### src/rtl/register_file_sb.sv
// rtl/register_file_sb.sv - register file with per-register busy scoreboard and registered dual read
// Optional feature macro: RF_BYPASS_EN (same-cycle write-to-read forwarding on both read ports).
// Register 0 and any address >= NREGS read as zero, never go busy, and ignore writes/reservations.

module register_file_sb #(
  parameter int XLEN  = 32,
  parameter int NREGS = 32,
  localparam int AW   = (NREGS > 1) ? $clog2(NREGS) : 1
) (
  input  logic            clk_i,
  input  logic            reset_i,
  input  logic            re_i,
  input  logic [AW-1:0]   a1_i,
  input  logic [AW-1:0]   a2_i,
  output logic [XLEN-1:0] rd1_o,
  output logic [XLEN-1:0] rd2_o,
  output logic            rvalid_o,
  output logic            busy1_o,
  output logic            busy2_o,
  input  logic            we3_i,
  input  logic [AW-1:0]   a3_i,
  input  logic [XLEN-1:0] wd3_i,
  input  logic            rsv_i,
  input  logic [AW-1:0]   rsv_a_i,
  output logic [AW:0]     pending_o
);

  localparam logic [AW:0] NREGS_W = (AW+1)'(NREGS);

  // An address names a real, writable register only if it is in range and non-zero.
  function automatic logic legal(input logic [AW-1:0] a);
    return ({1'b0, a} < NREGS_W) && (a != '0);
  endfunction

  logic [XLEN-1:0] regs_q [NREGS];
  logic [NREGS-1:0] busy_q;
  logic [NREGS-1:0] busy_d;
  logic [AW:0]      pending_d;
  logic             wr_ok;
  logic             rsv_ok;
  logic [XLEN-1:0]  rd1_d;
  logic [XLEN-1:0]  rd2_d;
  logic             b1_d;
  logic             b2_d;

  assign wr_ok  = we3_i && legal(a3_i);
  assign rsv_ok = rsv_i && legal(rsv_a_i);

  // Next busy vector: a write retires its register, then a reservation (which wins on collision) sets one.
  always_comb begin
    busy_d = busy_q;
    for (int i = 1; i < NREGS; i++) begin
      if (wr_ok && (a3_i == AW'(i))) busy_d[i] = 1'b0;
      if (rsv_ok && (rsv_a_i == AW'(i))) busy_d[i] = 1'b1;
    end
    busy_d[0] = 1'b0;
  end

  // Pending count is the population count of the next busy vector, so it moves on the same edge as the bits.
  always_comb begin
    pending_d = '0;
    for (int i = 1; i < NREGS; i++) begin
      pending_d = pending_d + {{AW{1'b0}}, busy_d[i]};
    end
  end

  // Read port muxes: stored data (or forwarded write data) and post-edge busy state; zero for register 0 / out of range.
  always_comb begin
    rd1_d = '0;
    rd2_d = '0;
    b1_d  = 1'b0;
    b2_d  = 1'b0;
    for (int i = 1; i < NREGS; i++) begin
      if (a1_i == AW'(i)) begin
        rd1_d = regs_q[i];
        b1_d  = busy_d[i];
      end
      if (a2_i == AW'(i)) begin
        rd2_d = regs_q[i];
        b2_d  = busy_d[i];
      end
    end
`ifdef RF_BYPASS_EN
    if (wr_ok && (a1_i == a3_i)) rd1_d = wd3_i;
    if (wr_ok && (a2_i == a3_i)) rd2_d = wd3_i;
`else
    // Read-before-write: the stored (pre-write) value is returned when the read hits the write target.
`endif
  end

  // Register array storage; entry 0 is only ever cleared so it always reads zero.
  always_ff @(posedge clk_i or posedge reset_i) begin
    if (reset_i) begin
      for (int i = 0; i < NREGS; i++) regs_q[i] <= '0;
    end else begin
      for (int i = 1; i < NREGS; i++) begin
        if (wr_ok && (a3_i == AW'(i))) regs_q[i] <= wd3_i;
      end
    end
  end

  // Scoreboard state and its population count.
  always_ff @(posedge clk_i or posedge reset_i) begin
    if (reset_i) begin
      busy_q    <= '0;
      pending_o <= '0;
    end else begin
      busy_q    <= busy_d;
      pending_o <= pending_d;
    end
  end

  // Registered read outputs: load on re_i, otherwise hold; rvalid_o marks the cycle after a read.
  always_ff @(posedge clk_i or posedge reset_i) begin
    if (reset_i) begin
      rd1_o    <= '0;
      rd2_o    <= '0;
      busy1_o  <= 1'b0;
      busy2_o  <= 1'b0;
      rvalid_o <= 1'b0;
    end else begin
      rvalid_o <= re_i;
      if (re_i) begin
        rd1_o   <= rd1_d;
        rd2_o   <= rd2_d;
        busy1_o <= b1_d;
        busy2_o <= b2_d;
      end
    end
  end

endmodule
### config.mk
export PLATFORM = sky130hd
export DESIGN_NAME = register_file_sb
export DESIGN_NICKNAME = d
export VERILOG_FILES = /design/src/rtl/register_file_sb.sv
export SDC_FILE = /design/constraint.sdc
export NUM_CORES = 2
export LEC_CHECK = 0
export ABC_AREA = 1
export BUFFER_PORTS_ARGS = -buffer_cell sky130_fd_sc_hd__clkbuf_2
export CORE_ASPECT_RATIO = 1.25
export CORE_MARGIN = 4
export CORE_UTILIZATION = 60
export CTS_BUF_LIST = sky130_fd_sc_hd__clkbuf_8
export DETAILED_ROUTE_END_ITERATION = 12
export GPL_TIMING_DRIVEN = 1
export PLACE_DENSITY = 0.77
export REMOVE_ABC_BUFFERS = 1
export SETUP_SLACK_MARGIN = 0.15
export SKIP_LAST_GASP = 1
export SYNTH_ARGS = -nofsm -noshare
export SYNTH_HDL_FRONTEND = slang
export SYNTH_SLANG_ARGS = --single-unit
### constraint.sdc
create_clock -name clk_i -period 85.8 [get_ports clk_i]
set_input_delay 8.58 -clock clk_i [delete_from_list [all_inputs] [get_ports clk_i]]
set_output_delay 8.58 -clock clk_i [all_outputs]
set_load 0.005 [all_outputs]
==> out/results.ini <==
[status]
status=finished, final reports clean

[finish]
seq_area_mm2=0.02743
nets=7644
fin_util_pct=65.68
drive_gt1_share_pct=7.320
synthToLayoutAreaGrowth_pct=8.205
nFillCells=8090
multi_input_area_mm2=0.02394
fin_cells=8880

[logic_synthesis]
ys_ff_latch=1096
postSynthAreaPerCell_um2=7.289
yosysTopAreaCell=dfrtp_1
yosysTopAreaCellShare_pct=49.27
synth_area_leaders=dfrtp_1 (49%), nand2_1 (18%), o21ai_0 (11%)
ys_warn_count=0
synth_edf_count=0
ys.flop_type=dfrtp_1
synthArstFlopShare_pct=100.0
syn_inst=7636
netlist_area_mm2=0.05566
yosysSeqAreaShare_pct=49.27
synth_cell_types=41

[sta]
hold_slack_ns=0.4758
layout_min_cycle_time_ns=14.16
setup_viol=0
slew_headroom_pct=21.91
fin_skew_ns=0.04281
hold_viol_final=0
tns_ns=0
rsz0062_at_grt=false
slew_viol_final=0
tightest_slew_ns=1.170
fmax_mhz=70.61
final.period_utilization_pct=16.51

[floorplan]
rows=124
start_util_pct=60.70
die_area_mm2=0.09774
die_y_um=348.5
die_x_um=280.4
ios=130
core_area_mm2=0.09169

[global_route]
grt_pass1_wl_um=292900
track_usage_pct=38.67
grt_max_degree=167
antenna_found_initial=5
grt_overflow=0
grt_pass1_vias=50820

[flow_run]
maxCapViolations=0

[clock_tree]
cts_hold_buf=0
numCtsBuffers=172
cts_resized=0
cts_setup_buffers=0
root_buffer=clkbuf_8
clock-sinks=1096
path_clk_slew_ns=0.06
cts_tree=done
insertion_delay_ns=0.87
clock_path_buffers=3
cts-htree-levels=4

[power_and_ir_drop]
power_switching_mw=0.5027
p_leak_nw=28.67
p_int_mw=0.9789
power_density_mw_per_mm2=24.60
p_sw_share_pct=33.93
vdd_drop_max_mv=0.05964
pwr-share-seq_pct=46.6
pwr-share-clk_pct=29.3
power_frac_comb_pct=24.1

[worst_setup_path]
cp-end-kind=flop
start_kind=primary input
worstRegToRegCells=18
crit_fanout=61
cp_data_arrival_time_ns=14.92
required_ns=86.56
path_class=in -> reg

[drt]
viasPerCell=6.029
drtIter0Drc=7324
wl_per_cell_um=21.41
wl_um=190200
route.vias.total=53540
antenna_left=0
drt_pass1_iterations=7
drc=0

[placement]
gp_congestion=0.9728
hpwl_um=121700
numPortBuffers=129
dp_cells=8580

[min_path]
hp-class=reg -> reg
min_path_cells=2

## metrics by stage
step / setup WS, ns / power, mW / instance area [um2]
3_3_place_gp: 70.79 / 1.038 / 56920
2_1_floorplan: 46.36 / 0.9405 / 53780
4_1_cts: 71.66 / 1.480 / 60220
3_5_place_dp: 70.78 / 1.051 / 56920
5_1_grt: 71.26 / 1.571 / 60220
6_report: 71.64 / 1.482 / 60230
## power groups by stage
stage / clock [mW] / combinational [mW] / sequential, mW
6_report: 0.434 / 0.357 / 0.691
5_1_grt: 0.458 / 0.411 / 0.701
4_1_cts: 0.436 / 0.357 / 0.688
3_5_place_dp: 0 / 0.355 / 0.696
3_3_place_gp: 0 / 0.345 / 0.693
2_1_floorplan: 0 / 0.256 / 0.685
## registers in the layout, summed over array words and instances, names as in the netlist
register   flops
busy1_o        1
busy2_o        1
busy_q        31
rvalid_o       1
rd2_o         32
regs_q       992
pending_o      6
rd1_o         32
## worst max-delay path, cell delays in order
cell and delay (ns):
clkbuf_2 0.09, inv_1 0.04, nor2_2 0.31, nand2_2 0.27
nor2_1 0.52, clkinv_1 0.14, buf_4 0.33, nand2_1 0.13
o21ai_1 0.10, inv_1 0.13, fa_1 0.40, inv_1 0.09
fa_1 0.42, inv_1 0.09, fa_1 0.44, fa_1 0.52
fa_1 0.43, fa_1 0.49, inv_1 0.05, fa_1 0.41
fa_1 0.47, a21oi_1 0.17, nor2_1 0.06, nor2_1 0.12
xnor2_1 0.12
## Yosys cell counts, types with 6 or more instances
cell      instances
nand2_1        2666
o21ai_0        1168
dfrtp_1        1096
nor2_1          726
inv_1           663
clkbuf_1        457
nand4_1         441
a21oi_1         129
nand3_1          53
o22ai_1          45
o21ai_1          31
fa_1             23
buf_2            22
or2_2            18
nor3_1           14
clkinv_1         13
inv_2            11
ha_1              7
nor2_2            7
buf_1             6
## layer usage
metal,global-route usage [%],routed length (um),vias to the layer above,share of wire (%)
li1,-,-,24240,-
met1,52.07,73250,25220,39
met2,60.04,85220,3397,45
met3,8.851,22600,673,12
met4,18.16,9073,2,4.8
met5,0,13,-,0.0068
## cell type report
cell class                      count  area share, %
Inverter                          687          4.294
Multi-Input combinational cell   5364          39.76
Sequential cell                  1096          45.54
Clock inverter                     84         0.6565
Clock buffer                      211          4.822
Timing Repair Buffer              236          2.426
Antenna cell                        5        0.02077
Tap cell                         1197          2.487
## path summary, 6_finish.rpt
| check | start | to | slack, ns |
|---|---|---|---|
| worst min-delay path | rd1_o[19]$_DFFE_PP0P_ | rd1_o[19]$_DFFE_PP0P_ | 0.48 |
| worst min register to register | rd1_o[19]$_DFFE_PP0P_ | rd1_o[19]$_DFFE_PP0P_ | 0.48 |
| min in group asynchronous | reset_i | rd2_o[2]$_DFFE_PP0P_ | 7.84 |
| max in group asynchronous | reset_i | regs_q[745]$_DFFE_PP0P_ | 74.10 |
| worst max-delay path | we3_i | pending_o[4]$_DFF_PP0_ | 71.64 |
| worst max register to register | busy_q[24]$_DFF_PP0_ | pending_o[4]$_DFF_PP0_ | 80.43 |
## placed cells by master, fill, tap and decap left out, types with 5 or more instances in the layout
cell      instances
nand2_1        2652
o21ai_0        1168
dfrtp_1        1096
inv_1           725
nor2_1          695
nand4_1         441
clkbuf_8        211
a21oi_1         129
clkbuf_2        129
buf_4           106
nand3_1          51
o22ai_1          45
nor2_2           31
o21ai_1          31
fa_1             23
or2_2            18
nand2_2          15
clkinv_1         13
nor3_1           12
inv_2            12
clkinv_2         11
nor2_4            8
ha_1              7
diode_2           5
o21a_1            5
## logic make-up after synthesis
| logic type | Yosys count | share of synthesized area (%) |
|---|---|---|
| AND/OR/NAND/NOR | 3942 | 28.98 |
| AO/OA/AOI/OAI | 1389 | 12.69 |
| buffers and inverters | 1176 | 8.021 |
| flip-flops | 1096 | 49.27 |
| adder cells (fa/ha/maj) | 30 | 0.9846 |
| XOR/XNOR | 3 | 0.04721 |
No activity file was read; power rests on OpenSTA's default activity.
